$ cat config.mk
export PLATFORM = sky130hd
export DESIGN_NAME = hdd_sector_server
export DESIGN_NICKNAME = d
export VERILOG_FILES = /design/src/rtl/hdd_pkg.sv /design/src/rtl/hdd_req_edge.sv /design/src/rtl/hdd_sector_server.sv
export SDC_FILE = /design/constraint.sdc
export NUM_CORES = 1
export LEC_CHECK = 0
export BUFFER_PORTS_ARGS = -buffer_cell sky130_fd_sc_hd__buf_2
export CELL_PAD_IN_SITES_DETAIL_PLACEMENT = 0
export CELL_PAD_IN_SITES_GLOBAL_PLACEMENT = 1
export CORE_MARGIN = 8
export CORE_UTILIZATION = 38
export DETAILED_ROUTE_END_ITERATION = 8
export PLACE_DENSITY_LB_ADDON = 0.2
export SKIP_CTS_REPAIR_TIMING = 1
export SLEW_MARGIN = 40
export SYNTH_ARGS = -nofsm -noshare
export SYNTH_HDL_FRONTEND = slang
export SYNTH_HIERARCHICAL = 1
export SYNTH_SLANG_ARGS = --single-unit
$ cat constraint.sdc
create_clock -name CLK_14M -period 3.8 [get_ports CLK_14M]
set_input_delay 0.57 -clock CLK_14M [delete_from_list [all_inputs] [get_ports CLK_14M]]
set_output_delay 0.57 -clock CLK_14M [all_outputs]
set_load 0.02 [all_outputs]
$ cat src/rtl/hdd_pkg.sv
// Shared types and constants for the ProDOS HDD sector server.
// State encoding, block geometry and the latched request record.
package hdd_pkg;

  typedef enum logic [1:0] {
    ST_IDLE = 2'd0,
    ST_REQ  = 2'd1,
    ST_XFER = 2'd2,
    ST_DONE = 2'd3
  } hdd_state_e;

  localparam int HDD_BLOCK_BYTES = 512;
  localparam int HDD_BLOCK_SHIFT = 9;

  typedef struct packed {
    logic        wr;
    logic [15:0] sector;
  } hdd_req_t;

endpackage

$ cat src/rtl/hdd_req_edge.sv
// Request front end: edge detect on the card read/write levels, read priority,
// a 1-deep pending slot, and a drop pulse when an edge arrives with the slot full.
module hdd_req_edge
  import hdd_pkg::*;
(
  input  logic        clk,
  input  logic        rst,
  input  logic        hdd_read,
  input  logic        hdd_write,
  input  logic [15:0] sector,
  input  logic        idle,
  output logic        req_vld,
  output hdd_req_t    req,
  output logic        drop
);

  logic     rd_prev_q, rd_prev_d;
  logic     wr_prev_q, wr_prev_d;
  logic     pend_vld_q, pend_vld_d;
  hdd_req_t pend_q, pend_d;
  logic     rd_edge, wr_edge, new_vld;
  hdd_req_t new_req;

  always_comb begin
    rd_prev_d  = hdd_read;
    wr_prev_d  = hdd_write;
    rd_edge    = hdd_read & ~rd_prev_q;
    wr_edge    = hdd_write & ~wr_prev_q;
    new_vld    = rd_edge | wr_edge;
    new_req    = '{wr: ~rd_edge, sector: sector};
    // A waiting request is older than a fresh edge, so it is served first.
    req_vld    = idle & (pend_vld_q | new_vld);
    req        = pend_vld_q ? pend_q : new_req;
    pend_vld_d = pend_vld_q;
    pend_d     = pend_q;
    drop       = 1'b0;
    if (idle) begin
      if (pend_vld_q) begin
        pend_vld_d = new_vld;
        pend_d     = new_req;
      end
    end else if (new_vld) begin
      if (pend_vld_q) begin
        drop = 1'b1;
      end else begin
        pend_vld_d = 1'b1;
        pend_d     = new_req;
      end
    end
  end

  always_ff @(posedge clk) begin
    if (rst) begin
      rd_prev_q  <= 1'b0;
      wr_prev_q  <= 1'b0;
      pend_vld_q <= 1'b0;
    end else begin
      rd_prev_q  <= rd_prev_d;
      wr_prev_q  <= wr_prev_d;
      pend_vld_q <= pend_vld_d;
    end
  end

  always_ff @(posedge clk) begin
    pend_q <= pend_d;
  end

endmodule

$ cat src/rtl/hdd_sector_server.sv
// Storage-side responder for the ProDOS HDD card: validates block requests,
// runs the sd_rd/sd_wr/sd_ack handshake and steers bytes to the card buffer.
module hdd_sector_server
  import hdd_pkg::*;
#(
  parameter int TIMEOUT_BITS = 24
) (
  input  logic        CLK_14M,
  input  logic        RESET,
  input  logic        hdd_read,
  input  logic        hdd_write,
  input  logic [15:0] sector,
  output logic        hdd_mounted,
  output logic        hdd_protect,
  output logic [8:0]  ram_addr,
  output logic [7:0]  ram_di,
  output logic        ram_we,
  input  logic [7:0]  ram_do,
  output logic        hdd_busy,
  output logic        hdd_done,
  output logic        hdd_error,
  input  logic        img_mounted,
  input  logic        img_readonly,
  input  logic [63:0] img_size,
  output logic [31:0] sd_lba,
  output logic        sd_rd,
  output logic        sd_wr,
  input  logic        sd_ack,
  input  logic [8:0]  sd_buff_addr,
  input  logic [7:0]  sd_buff_dout,
  output logic [7:0]  sd_buff_din,
  input  logic        sd_buff_wr
);

  localparam logic [TIMEOUT_BITS-1:0] WD_LAST = '1;
  // Trip one count early so the cycle the counter would reach WD_LAST is the exit cycle.
  localparam logic [TIMEOUT_BITS-1:0] WD_TRIP = ~TIMEOUT_BITS'(1);

  hdd_state_e              state_q, state_d;
  logic [TIMEOUT_BITS-1:0] wd_q, wd_d;
  logic                    mounted_q, mounted_d;
  logic                    protect_q, protect_d;
  logic [31:0]             blocks_q, blocks_d;
  logic                    error_q, error_d;
  logic [15:0]             lba_q, lba_d;
  logic                    wr_q, wr_d;

  logic     req_vld, drop, req_ok, wd_hit, xfer_win;
  hdd_req_t req;

  hdd_req_edge u_req_edge (
    .clk       (CLK_14M),
    .rst       (RESET),
    .hdd_read  (hdd_read),
    .hdd_write (hdd_write),
    .sector    (sector),
    .idle      (state_q == ST_IDLE),
    .req_vld   (req_vld),
    .req       (req),
    .drop      (drop)
  );

  always_comb begin
    req_ok    = mounted_q & ({16'h0, req.sector} < blocks_q) & ~(req.wr & protect_q);
    wd_hit    = (wd_q == WD_TRIP);
    state_d   = state_q;
    wd_d      = (wd_q == WD_LAST) ? wd_q : wd_q + TIMEOUT_BITS'(1);
    mounted_d = mounted_q;
    protect_d = protect_q;
    blocks_d  = blocks_q;
    error_d   = error_q;
    lba_d     = lba_q;
    wr_d      = wr_q;
    if (img_mounted) begin
      mounted_d = |img_size;
      protect_d = img_readonly;
      blocks_d  = img_size[HDD_BLOCK_SHIFT +: 32];
    end
    case (state_q)
      ST_IDLE: begin
        if (req_vld) begin
          if (req_ok) begin
            state_d = ST_REQ;
            wd_d    = '0;
            error_d = 1'b0;
            lba_d   = req.sector;
            wr_d    = req.wr;
          end else begin
            error_d = 1'b1;
          end
        end
      end
      ST_REQ: begin
        if (sd_ack) begin
          state_d = ST_XFER;
          wd_d    = '0;
        end else if (wd_hit) begin
          state_d = ST_IDLE;
          error_d = 1'b1;
        end
      end
      ST_XFER: begin
        if (!sd_ack) begin
          state_d = ST_DONE;
        end else if (wd_hit) begin
          state_d = ST_IDLE;
          error_d = 1'b1;
        end
      end
      default: state_d = ST_IDLE;
    endcase
    if (drop) error_d = 1'b1;
  end

  always_ff @(posedge CLK_14M) begin
    if (RESET) begin
      state_q   <= ST_IDLE;
      wd_q      <= '0;
      mounted_q <= 1'b0;
      protect_q <= 1'b0;
      blocks_q  <= '0;
      error_q   <= 1'b0;
      lba_q     <= '0;
      wr_q      <= 1'b0;
    end else begin
      state_q   <= state_d;
      wd_q      <= wd_d;
      mounted_q <= mounted_d;
      protect_q <= protect_d;
      blocks_q  <= blocks_d;
      error_q   <= error_d;
      lba_q     <= lba_d;
      wr_q      <= wr_d;
    end
  end

  // Byte steering is only live inside the host's ack window of a transfer.
  always_comb begin
    xfer_win    = (state_q == ST_XFER) & sd_ack;
    ram_addr    = xfer_win ? sd_buff_addr : 9'd0;
    ram_we      = xfer_win & ~wr_q & sd_buff_wr;
    ram_di      = (xfer_win & ~wr_q) ? sd_buff_dout : 8'd0;
    sd_buff_din = (xfer_win & wr_q) ? ram_do : 8'd0;
    hdd_busy    = (state_q == ST_REQ) | (state_q == ST_XFER);
    hdd_done    = (state_q == ST_DONE);
    sd_rd       = (state_q == ST_REQ) & ~wr_q;
    sd_wr       = (state_q == ST_REQ) & wr_q;
    sd_lba      = {16'h0, lba_q};
    hdd_error   = error_q;
    hdd_mounted = mounted_q;
    hdd_protect = protect_q;
  end

endmodule

**Word-level counts from Yosys, hierarchy flattened**

Cells that the tools add are included.
Widths: inputs -> output; s select.

- Input port bits: 113
- Register bits after elaboration: 98

- $add $sub $neg: 1
- $lt $le $gt $ge: 1
- Mux-type cells: 31
- Equality and inequality tests: 11
- Reductions and logical operators: 8
- Bitwise operators: 20

Operators with widths:

| kind | number |
|---|---|
| $mux 24 | 4 |
| $mux 17 | 4 |
| $reduce_or 64->1 | 1 |
| $eq 24x24->1 const B | 2 |
| $pmux 24 s2 | 1 |
| $lt 16x32->1 | 1 |
| $add 24x1->24 const B | 1 |
| $mux 8 | 2 |
| $and 1x1->1 | 12 |
| $mux 1 | 12 |
| $mux 2 | 5 |
| $mux 9 | 1 |
| $ne 3x3->1 const B | 3 |
| $ne 2x2->1 const B | 3 |
| $pmux 2 s3 | 1 |
| $not 1->1 | 5 |
| $eq 2x2->1 const B | 2 |
| $reduce_and 2->1 | 2 |
| $reduce_and 4->1 | 1 |
| $reduce_bool 4->1 | 1 |
| $or 1x1->1 | 3 |
| $pmux 1 s3 | 1 |
| $reduce_and 3->1 | 1 |
| $eq 2x1->1 const B | 1 |
| 2 further kinds | 2 |

**Longest topological paths before layout**

Gate-level depths: netlist (run 1).

- Depth in word-level cells: 11
- Mapped depth: 11
- Depth with buffers taken out: 8

**Cells and area by module**

The synthesis (run 1) kept the hierarchy.

Modules (own cells, without submodules):

| module | times used | area an instance (um^2) | cells each |
|---|---|---|---|
| hdd_sector_server | 1 | 4261.6 | 486 |
| hdd_req_edge | 1 | 1167.4 | 72 |

**Worst setup path after synthesis (run 1)**

No wires, ideal clock.

- Path kind: register to register
- From: register u_req_edge.pend_vld_q
- To: register wd_q[1]
- Required time: 3681 ps
- Cell stages (with the launch flop): 11
- Library setup time: 119 ps
- Buffers on the path: 2
- Period minus slack after synthesis: 2755 ps
- Data arrival time: 2636 ps
- Path slack: 1045 ps
- Cell sequence: dfxtp_1 -> buf_6 -> mux2_4 -> ha_1 -> and3_1 -> a221oi_1 -> or3_1 -> a41oi_2 -> o41ai_4 -> buf_6 -> nor2_1

RTL lines:

| element | line | source |
|---|---|---|
| from (decl) | hdd_req_edge.sv:19 | `logic pend_vld_q, pend_vld_d;` |
| from (signal assigned) | hdd_req_edge.sv:60 | `pend_vld_q <= pend_vld_d;` |
| to (signal assigned) | hdd_sector_server.sv:127 | `wd_q <= wd_d;` |
| to (decl) | hdd_sector_server.sv:40 | `logic [TIMEOUT_BITS-1:0] wd_q, wd_d;` |

==> key figures, run 1 <==
Timing
  • Post-layout minimum cycle time: between 3 and 4 ns
  • Count of pins over their slew limit: 0
  • Max Clk Rate: 0.317 GHz
  • Final setup viols: 0
  • Final hold violation count: 0
  • Clock skew after layout: 0.00687 ns
  • Ratio of final minimum period to clock period: 0.829
  • Slew of the pin with the lowest slew margin: 0.630 ns
  • Slew HR: 0.576
  • Unrepaired setup endpoints after global routing: false
  • Setup_tns: 0 ns

Clocking
  • CTS H-tree depth: 3
  • Buffer levels on the longest clock path: 2
  • CTS tree: done
  • Number of clock sinks: slightly below 100
  • Clock buffer count from CTS: 9
  • Clock edge transition at the registers on the reported setup and hold paths: 0.06 ns
  • Cell chosen for the clock root: clkbuf_16
  • Later-pin clock latency in the skew report: approximately 0.34 ns

Power and ir drop
  • Power dissipated by switching net loads: ~0.90 mW
  • Power share of the clock group: 0.273
  • Pleak: about 3 nW
  • Cell area power density: between 400 and 500 nW/um2
  • Internal Pwr Total: between 2 and 2.5 mW
  • Power share of the sequential group: 0.433
  • Sw frac: 0.307
  • Logic pwr share: 0.295
  • Maximum VDD drop: 309 uV

Setup path
  • Worst path required time: just over 4 ns
  • Source of the critical timing path: u_req_edge/pend_vld_q$_SDFFE_PP0P_
  • Type of destination of the critical path: register
  • R2R Setup Slk: between 0.6 and 0.7 ns
  • CP Class: reg2reg
  • Reg2reg end: lba_q[9]$_SDFFE_PP0P_
  • Crit path max fanout: 15
  • Worst reg2reg path startpoint: u_req_edge/pend_vld_q$_SDFFE_PP0P_
  • Cell depth of the worst flop-to-flop path: 10
  • WP data arrival: about 3.4 ns
  • Critical Path Start Type: register

Die
  • Cell row count: between 40 and 50
  • Die width: 136 um
  • Initial core utilization: 0.390
  • Core box area: approximately 14000 um2
  • # IOs: between 150 and 200
  • Die outline height: 136 um
  • Area enclosed by the die boundary: 18400 um2

GRT
  • Global router's overall resource usage: 0.156
  • Number of antenna violations at the first check in global routing: 1
  • Number of global-route vias before repair: around 4500
  • Wire length of the first global-routing pass: roughly 23000 um
  • Pin count of the biggest net entering global routing: 42
  • Overflow left after global routing: 0

Final layout
  • # diodes: 0
  • Sequential Area: 2130 um2
  • # nets final: approximately 850
  • Number of cells in the finished layout apart from fillers: 896
  • Proportion of layout cells with a drive suffix above 1: 0.304
  • Filler Cell Count: between 1000 and 1500
  • Footprint of the multi-input gates: about 3000 um2
  • Area Growth Syn to Fin: 21.0%

Synth
  • Post-synthesis instance area: around 5400 um2
  • Top cells by area, synth: dfxtp_1 (30%), mux2i_1 (10%), edfxtp_1 (9.4%)
  • Syn Area/Cell: slightly below 10 um2
  • Number of flops mapped to enable cells by yosys: 17
  • Yosys top cell by area: dfxtp_1
  • Number of warnings issued by yosys: 6
  • Number of library cell types mapped by synthesis: 48
  • Post-Syn Instances: between 500 and 600
  • Synth top cells by count: dfxtp_1 (81), nor2_1 (70), mux2i_1 (54), nand2b_1 (37), mux2_4 (26)
  • Async S/R FF share, synth: 0
  • Part of the Yosys area used for sequential elements: 0.393
  • Share of the synthesized area in the top cell type: 0.299
  • Most common cell in the synthesized netlist: dfxtp_1
  • Yosys reg bits: 98
  • Dominant synthesized flop cell: dfxtp_1

Placement
  • HPWL after DPL: between 10000 and 15000 um
  • Weighted congestion reported at the end of routability-driven placement: approximately 0.79
  • Total of buffers placed on input and output ports: about 160
  • Cells after DPL: 880

Worst hold path
  • Worst hold path stage count: 3
  • Hold crit path type: in2reg
  • Hold Path End: hdd_protect$_SDFFE_PP0P_
  • Hold Crit Start: img_readonly

Detailed routing
  • Remaining routing DRC violations: 0
  • Number of detailed-route iterations in the first pass: 6
  • WL per Instance: roughly 16 um
  • Antenna Violating Nets Remaining: 0
  • DRT iter0 DRCs: about 160
  • Via total after detailed routing: 4353
  • Final wirelength: 14300 um
  • Average vias per placed instance: between 4 and 5

Flow run
  • Number of maximum-capacitance constraint violations: 0

Status
  • Outcome: completed
==> cell families (layout without fill, tap and decap cells) <==
logic type,after synthesis,in the layout,share of synthesized area
other,1,16,0.000691
adders and majority gates,21,21,0.0484
DFF,98,98,0.393
and+or+nand+nor,231,231,0.227
xor gates and xnor gates,18,18,0.0290
muxes,89,89,0.190
AOI/OAI and AO/OA,34,34,0.0473
buffers and inverters,66,209,0.0648
==> power by group through the flow <==
stage          logic [mW]  clock network [mW]  registers (mW)
2_1_floorplan       0.623                   0            1.31
3_3_place_gp        0.857                   0            1.29
3_5_place_dp        0.870                   0            1.29
4_1_cts             0.874               0.833            1.27
5_1_grt             0.955               0.874            1.28
6_report            0.864               0.799            1.27
==> stage by stage <==
| stage | instance area (um2) | power (mW) | util | setup WS, ns | hold slack [ns] |
|---|---|---|---|---|---|
| 2_1_floorplan | 5490 | 1.93 | - | 1.04 | 0.460 |
| 4_1_cts | 6570 | 2.98 | 0.471 | 0.652 | 0.455 |
| 3_3_place_gp | 6320 | 2.14 | 0.453 | 0.750 | 0.457 |
| 5_1_grt | 6570 | 3.11 | 0.471 | 0.455 | 0.479 |
| 6_report | 6570 | 2.93 | 0.471 | 0.648 | 0.466 |
| 3_5_place_dp | 6320 | 2.16 | 0.453 | 0.672 | 0.467 |
==> layout by cell type (no fill, tap or decap), types with 2 or more instances in the layout <==
master       n
nor2_1      70
nor4_1      21
a211oi_1     2
a311oi_1     2
o31ai_1      3
nand2b_1    37
conb_1      16
ha_1        21
and4_1       3
o21ai_0      7
buf_2      161
nand2_1     19
and3_1      22
clkinv_1     4
nand4_1     14
mux2i_1     54
buf_4        7
a21oi_1      8
inv_1       25
or4_1        2
clkinv_2     2
edfxtp_1    17
nand3_1      9
dfxtp_1     81
or3_1        3
a221oi_1     3
mux2_2       9
mux2_4      26
clkbuf_16    9
nor3_1       6
xor2_1      11
nor2b_1      8
xnor2_1      7
and2_1      11
==> layout make-up <==
type / count / share of cell area
clock buffer: 10 / 0.0349
clock inverter: 6 / 0.00381
inverter: 25 / 0.0143
multi-input combinational: 409 / 0.458
sequential: 98 / 0.325
tap: 180 / 0.0343
timing repair buffer: 168 / 0.131
==> flip-flops by register name, summed over array words and instances, names as in the netlist <==
name                   flops
blocks_q                  32
wd_q                      24
u_req_edge/pend_q         17
lba_q                     16
state_q                    2
hdd_error                  1
hdd_mounted                1
hdd_protect                1
u_req_edge/pend_vld_q      1
u_req_edge/rd_prev_q       1
u_req_edge/wr_prev_q       1
wr_q                       1
==> per-layer routing <==
layer  part of all wire  global-route usage
met5            0.00070                   0
met3              0.052              0.0501
met4             0.0075              0.0333
met1               0.40               0.169
met2               0.54               0.288
==> worst max-delay path: stages, from the launching register on <==
cell	delay [ns]
dfxtp_1	0.34
buf_4	0.25
mux2_2	0.40
ha_1	0.29
nand4_1	0.19
nor2_1	0.07
a311oi_1	0.35
a41oi_2	0.26
nor3_2	0.35
buf_4	0.34
mux2i_1	0.24
==> worst max-delay path by stage <==
stage                                       end  slack [ns]  cells past startpoint
after detailed placement  lba_q[9]$_SDFFE_PP0P_        0.67                     10
after global placement       wd_q[2]$_SDFF_PP0_        0.75                     10
final                     lba_q[9]$_SDFFE_PP0P_        0.65                     10
after global routing      lba_q[9]$_SDFFE_PP0P_        0.45                     10
after CTS                 lba_q[9]$_SDFFE_PP0P_        0.65                     10
after floorplan              wd_q[1]$_SDFF_PP0_        1.04                     10
Power figures use the tool's default switching activity.
==> run 2, diff against run 1 <==
--- a/config.mk
+++ b/config.mk
@@ -5,11 +5,12 @@
 export SDC_FILE = /design/constraint.sdc
 export NUM_CORES = 1
 export LEC_CHECK = 0
+export ABC_AREA = 1
 export BUFFER_PORTS_ARGS = -buffer_cell sky130_fd_sc_hd__buf_2
 export CELL_PAD_IN_SITES_DETAIL_PLACEMENT = 0
 export CELL_PAD_IN_SITES_GLOBAL_PLACEMENT = 1
 export CORE_MARGIN = 8
-export CORE_UTILIZATION = 38
+export CORE_UTILIZATION = 32
 export DETAILED_ROUTE_END_ITERATION = 8
 export PLACE_DENSITY_LB_ADDON = 0.2
 export SKIP_CTS_REPAIR_TIMING = 1
==> constraint.sdc (replaced) <==
create_clock -name CLK_14M -period 2.8 [get_ports CLK_14M]
set_input_delay 0.42 -clock CLK_14M [delete_from_list [all_inputs] [get_ports CLK_14M]]
set_output_delay 0.42 -clock CLK_14M [all_outputs]
set_load 0.02 [all_outputs]
==> run 2 against run 1 <==
  * Via count is 20% higher
  * Sequential cell count stayed put
  * Combinational power is 120% higher
  * Synthesized area is 4.4% higher
  * Clock power is 50% higher
  * Setup slack worse by 0.28 ns
  * Die area is 21% higher
  * Clock-buffer cell count is 2 higher
  * Critical path depth is 7 higher
  * Design area is 5.0% higher
  * Sequential power is 47% higher
  * Largest power group unchanged
==> key figures, run 2 <==
Detailed routing
  • Sum of met3 wire segment lengths after detailed routing: 1350 um (was 743 um)
  • Remaining routing DRC violations: 0 (unchanged)
  • Uppermost signal routing layer after detailed routing: met4 (was met5)
  • Antenna Violating Nets Remaining: 0 (unchanged)
  • Number of detailed-route iterations in the first pass: 4 (was 6)
  • DRT iter0 DRCs: 229 (was 155)
  • Via total after detailed routing: 5235 (was 4353)
  • Final wirelength: 15800 um (was 14300 um)
  • WL per Instance: 13.3 um (was 16.0 um)
  • Average vias per placed instance: 4.38 (was 4.86)
  • Met2 Routed Length: 6240 um (was 7750 um)
  • Metal1 wirelength: 8040 um (was 5690 um)

Synth
  • Share of the synthesized area in the top cell type: 0.286 (was 0.299)
  • Yosys top cell by area: dfxtp_1 (unchanged)
  • Top cells by area, synth: dfxtp_1 (29%), inv_1 (9.5%), nand2_1 (9.5%) (was dfxtp_1 (30%), mux2i_1 (10%), edfxtp_1 (9.4%))
  • Syn Area/Cell: 7.01 um2 (was 9.73 um2)
  • Post-Syn Instances: 809 (was 558)
  • Synth top cells by count: inv_1 (143), nand2_1 (143), nor2_1 (140), dfxtp_1 (81), o21ai_0 (54) (was dfxtp_1 (81), nor2_1 (70), mux2i_1 (54), nand2b_1 (37), mux2_4 (26))
  • Part of the Yosys area used for sequential elements: 0.376 (was 0.393)
  • Yosys reg bits: 98 (unchanged)
  • Dominant synthesized flop cell: dfxtp_1 (unchanged)
  • Number of warnings issued by yosys: 6 (unchanged)
  • Async S/R FF share, synth: 0 (unchanged)
  • Number of flops mapped to enable cells by yosys: 17 (unchanged)
  • Number of library cell types mapped by synthesis: 41 (was 48)
  • Post-synthesis instance area: 5670 um2 (was 5430 um2)

GRT
  • Global router's overall resource usage: 0.147 (was 0.156)
  • Pin count of the biggest net entering global routing: 54 (was 42)
  • Number of global-route vias before repair: 5229 (was 4480)
  • Overflow left after global routing: 0 (unchanged)
  • Wire length of the first global-routing pass: 26300 um (was 22800 um)
  • Number of antenna violations at the first check in global routing: 1 (unchanged)

Setup path
  • Slowest stage cell, crit path: dfxtp_1 (was mux2_2)
  • WP data arrival: 2.66 ns (was 3.42 ns)
  • Crit path largest cell delay: 0.37 ns (was 0.40 ns)
  • Most numerous cell on the critical path: nand2_1 (was buf_4)
  • Crit-path leading delay family: simple AND/OR/NAND/NOR gates (was multiplexers)
  • Type of destination of the critical path: register (unchanged)
  • Critical Path Start Type: register (unchanged)
  • Crit path max fanout: 24 (was 15)
  • Cell chain of the critical path: buf_12, nand2_1, o21ai_2, ha_1, a21oi_1, nor2_1, nor3_1, nand2_1, nand2_1, nand2_1, nand2_2, nand3_2, nand2_1, nand2_1, nand2_2, buf_12, nor2_1 (was buf_4, mux2_2, ha_1, nand4_1, nor2_1, a311oi_1, a41oi_2, nor3_2, buf_4, mux2i_1)
  • Bufs and invs on worst path: 2 (unchanged)
  • CP Class: reg2reg (unchanged)
  • Worst path required time: 3.03 ns (was 4.07 ns)

Clocking
  • Clock buffer count from CTS: 9 (unchanged)
  • Buffer levels on the longest clock path: 2 (unchanged)
  • Later-pin clock latency in the skew report: 0.35 ns (was 0.34 ns)
  • CTS tree: done (unchanged)
  • Cell chosen for the clock root: clkbuf_16 (unchanged)
  • CTS H-tree depth: 3 (unchanged)
  • Clock edge transition at the registers on the reported setup and hold paths: 0.06 ns (about the same)
  • Number of clock sinks: 98 (unchanged)

Final layout
  • Sequential Area: 2130 um2 (unchanged)
  • Largest registers in the final layout: blocks_q: 32 flops, wd_q: 24 flops, u_req_edge/pend_q: 17 flops (unchanged)
  • Flip-flop count of the largest register after layout: 32 (unchanged)
  • Most used cells in the layout excluding fill and tap cells: buf_2 (161), nand2_1 (143), inv_1 (143), nor2_1 (140), dfxtp_1 (81) (was buf_2 (161), dfxtp_1 (81), nor2_1 (70), mux2i_1 (54), nand2b_1 (37))
  • Area Growth Syn to Fin: 21.6% (was 21.0%)
  • Footprint of the multi-input gates: 2760 um2 (was 3010 um2)
  • Post-route cell area: 6900 um2 (was 6570 um2)
  • Most common cell after layout, fill and taps aside: buf_2 (unchanged)
  • Register ranked first by flip-flop count: blocks_q (unchanged)
  • Filler Cell Count: 1934 (was 1366)
  • # nets final: 1098 (was 845)
  • Proportion of layout cells with a drive suffix above 1: 0.232 (was 0.304)

Timing
  • Clock skew after layout: 0.00697 ns (was 0.00687 ns)
  • Final hold violation count: 0 (unchanged)
  • Post-layout minimum cycle time: 2.43 ns (was 3.15 ns)
  • Slew of the pin with the lowest slew margin: 0.788 ns (was 0.630 ns)
  • Setup_tns: 0 ns (unchanged)
  • Unrepaired setup endpoints after global routing: false (unchanged)
  • Count of pins over their slew limit: 0 (unchanged)
  • Final setup viols: 0 (unchanged)
  • Ratio of final minimum period to clock period: 0.867 (was 0.829)
  • Slew HR: 0.461 (was 0.576)
  • Max Clk Rate: 0.412 GHz (was 0.317 GHz)

Die
  • Die width: 149 um (was 136 um)
  • Initial core utilization: 0.328 (was 0.390)
  • # IOs: 178 (unchanged)
  • Area enclosed by the die boundary: 22200 um2 (was 18400 um2)
  • Cell row count: 48 (was 43)
  • Core box area: 17300 um2 (was 13900 um2)
  • Die outline height: 149 um (was 136 um)

Status
  • Outcome: completed (unchanged)

Power and ir drop
  • Power share of the sequential group: 0.378 (was 0.433)
  • Sum of internal, switching and leakage power: 4.94 mW (was 2.93 mW)
  • Pleak: 3.48 nW (was 2.99 nW)
  • Internal Pwr Total: 3.08 mW (was 2.03 mW)
  • Power dissipated by switching net loads: 1.86 mW (was 0.901 mW)
  • Maximum VDD drop: 351 uV (was 309 uV)
  • Power share of the clock group: 0.244 (was 0.273)
  • Cell area power density: 717 nW/um2 (was 446 nW/um2)
  • Sw frac: 0.376 (was 0.307)
  • Logic pwr share: 0.378 (was 0.295)

Flow run
  • Number of maximum-capacitance constraint violations: 0 (unchanged)

Placement
  • Weighted congestion reported at the end of routability-driven placement: 0.772 (was 0.788)
  • HPWL after DPL: 12600 um (was 11200 um)
  • Instance area after placement: 6620 um2 (was 6320 um2)
  • Total of buffers placed on input and output ports: 161 (unchanged)

Worst hold path
  • Hold crit path type: in2reg (unchanged)
## run 2: cell types whose count changed after synthesis, sizes merged, moves of 8 or more
cell and delta:
a21oi +37, and2 -12, and3 -22, inv +121, mux2 -35, mux2i -54, nand2 +130, nand2b -37
nand3 +20, nor2 +78, nor2b -8, o21ai +67
## run 2: power by group through the flow
stage / sequential, mW / clock, mW / combinational, mW
6_report: 1.87 / 1.20 / 1.87
2_1_floorplan: 1.95 / 0 / 1.32
3_5_place_dp: 1.91 / 0 / 1.88
3_3_place_gp: 1.90 / 0 / 1.88
4_1_cts: 1.87 / 1.25 / 1.89
5_1_grt: 1.90 / 1.31 / 2.16
## run 2: cell type report
| cell class | count | share of cell area |
|---|---|---|
| Antenna cell | 1 | 0.000363 |
| Clock buffer | 12 | 0.0343 |
| Clock inverter | 4 | 0.00617 |
| Inverter | 147 | 0.0800 |
| Multi-Input combinational cell | 539 | 0.400 |
| Sequential cell | 98 | 0.309 |
| Tap cell | 225 | 0.0408 |
| Timing Repair Buffer | 169 | 0.129 |
## run 2: worst reg2reg max path: stages (launching register included)
cell and delay (ns):
dfxtp_1 0.37, buf_12 0.19, nand2_1 0.10, o21ai_2 0.09, ha_1 0.27, a21oi_1 0.13
nor2_1 0.05, nor3_1 0.14, nand2_1 0.09, nand2_1 0.06, nand2_1 0.06, nand2_2 0.09
nand3_2 0.12, nand2_1 0.15, nand2_1 0.07, nand2_2 0.09, buf_12 0.17, nor2_1 0.06
## run 2: worst paths after layout
path	start	end	slack, ns	depth (start not counted)
worst max-delay path	u_req_edge/pend_vld_q$_SDFFE_PP0P_	wd_q[1]$_SDFF_PP0_	0.37	17
worst min-delay path	hdd_write	u_req_edge/wr_prev_q$_SDFF_PP0_	0.31	3
worst max register to register	u_req_edge/pend_vld_q$_SDFFE_PP0P_	wd_q[1]$_SDFF_PP0_	0.37	17
worst min register to register	blocks_q[0]$_SDFFE_PP0P_	blocks_q[0]$_SDFFE_PP0P_	0.46	2
## run 2: cells by family (layout without fill, tap and decap cells)
kind of cell             count (synthesis)  count (layout)  synth area share
buffers and inverters                  187             332             0.147
AND/OR/NAND/NOR                        366             366             0.287
adder cells (fa/ha/maj)                 21              21            0.0463
AO/OA/AOI/OAI                          125             125             0.126
other                                    1              17          0.000661
flip-flops                              98              98             0.376
XOR/XNOR                                11              11            0.0170
## run 2: layer usage
layer,global-route usage,vias to the layer above
met5,0,-
met4,0.0500,0
met3,0.0394,12
met2,0.219,183
met1,0.201,2215
li1,-,2825
## run 2: per-stage QoR
stage	utilization	worst slack, ns	cells	hold WS, ns
3_3_place_gp	0.382	0.443	1178	0.451
2_1_floorplan	-	0.297	824	0.435
3_5_place_dp	0.382	0.359	1178	0.461
6_report	0.399	0.372	1195	0.313
4_1_cts	0.399	0.339	1194	0.297
5_1_grt	0.399	0.0413	1194	0.317
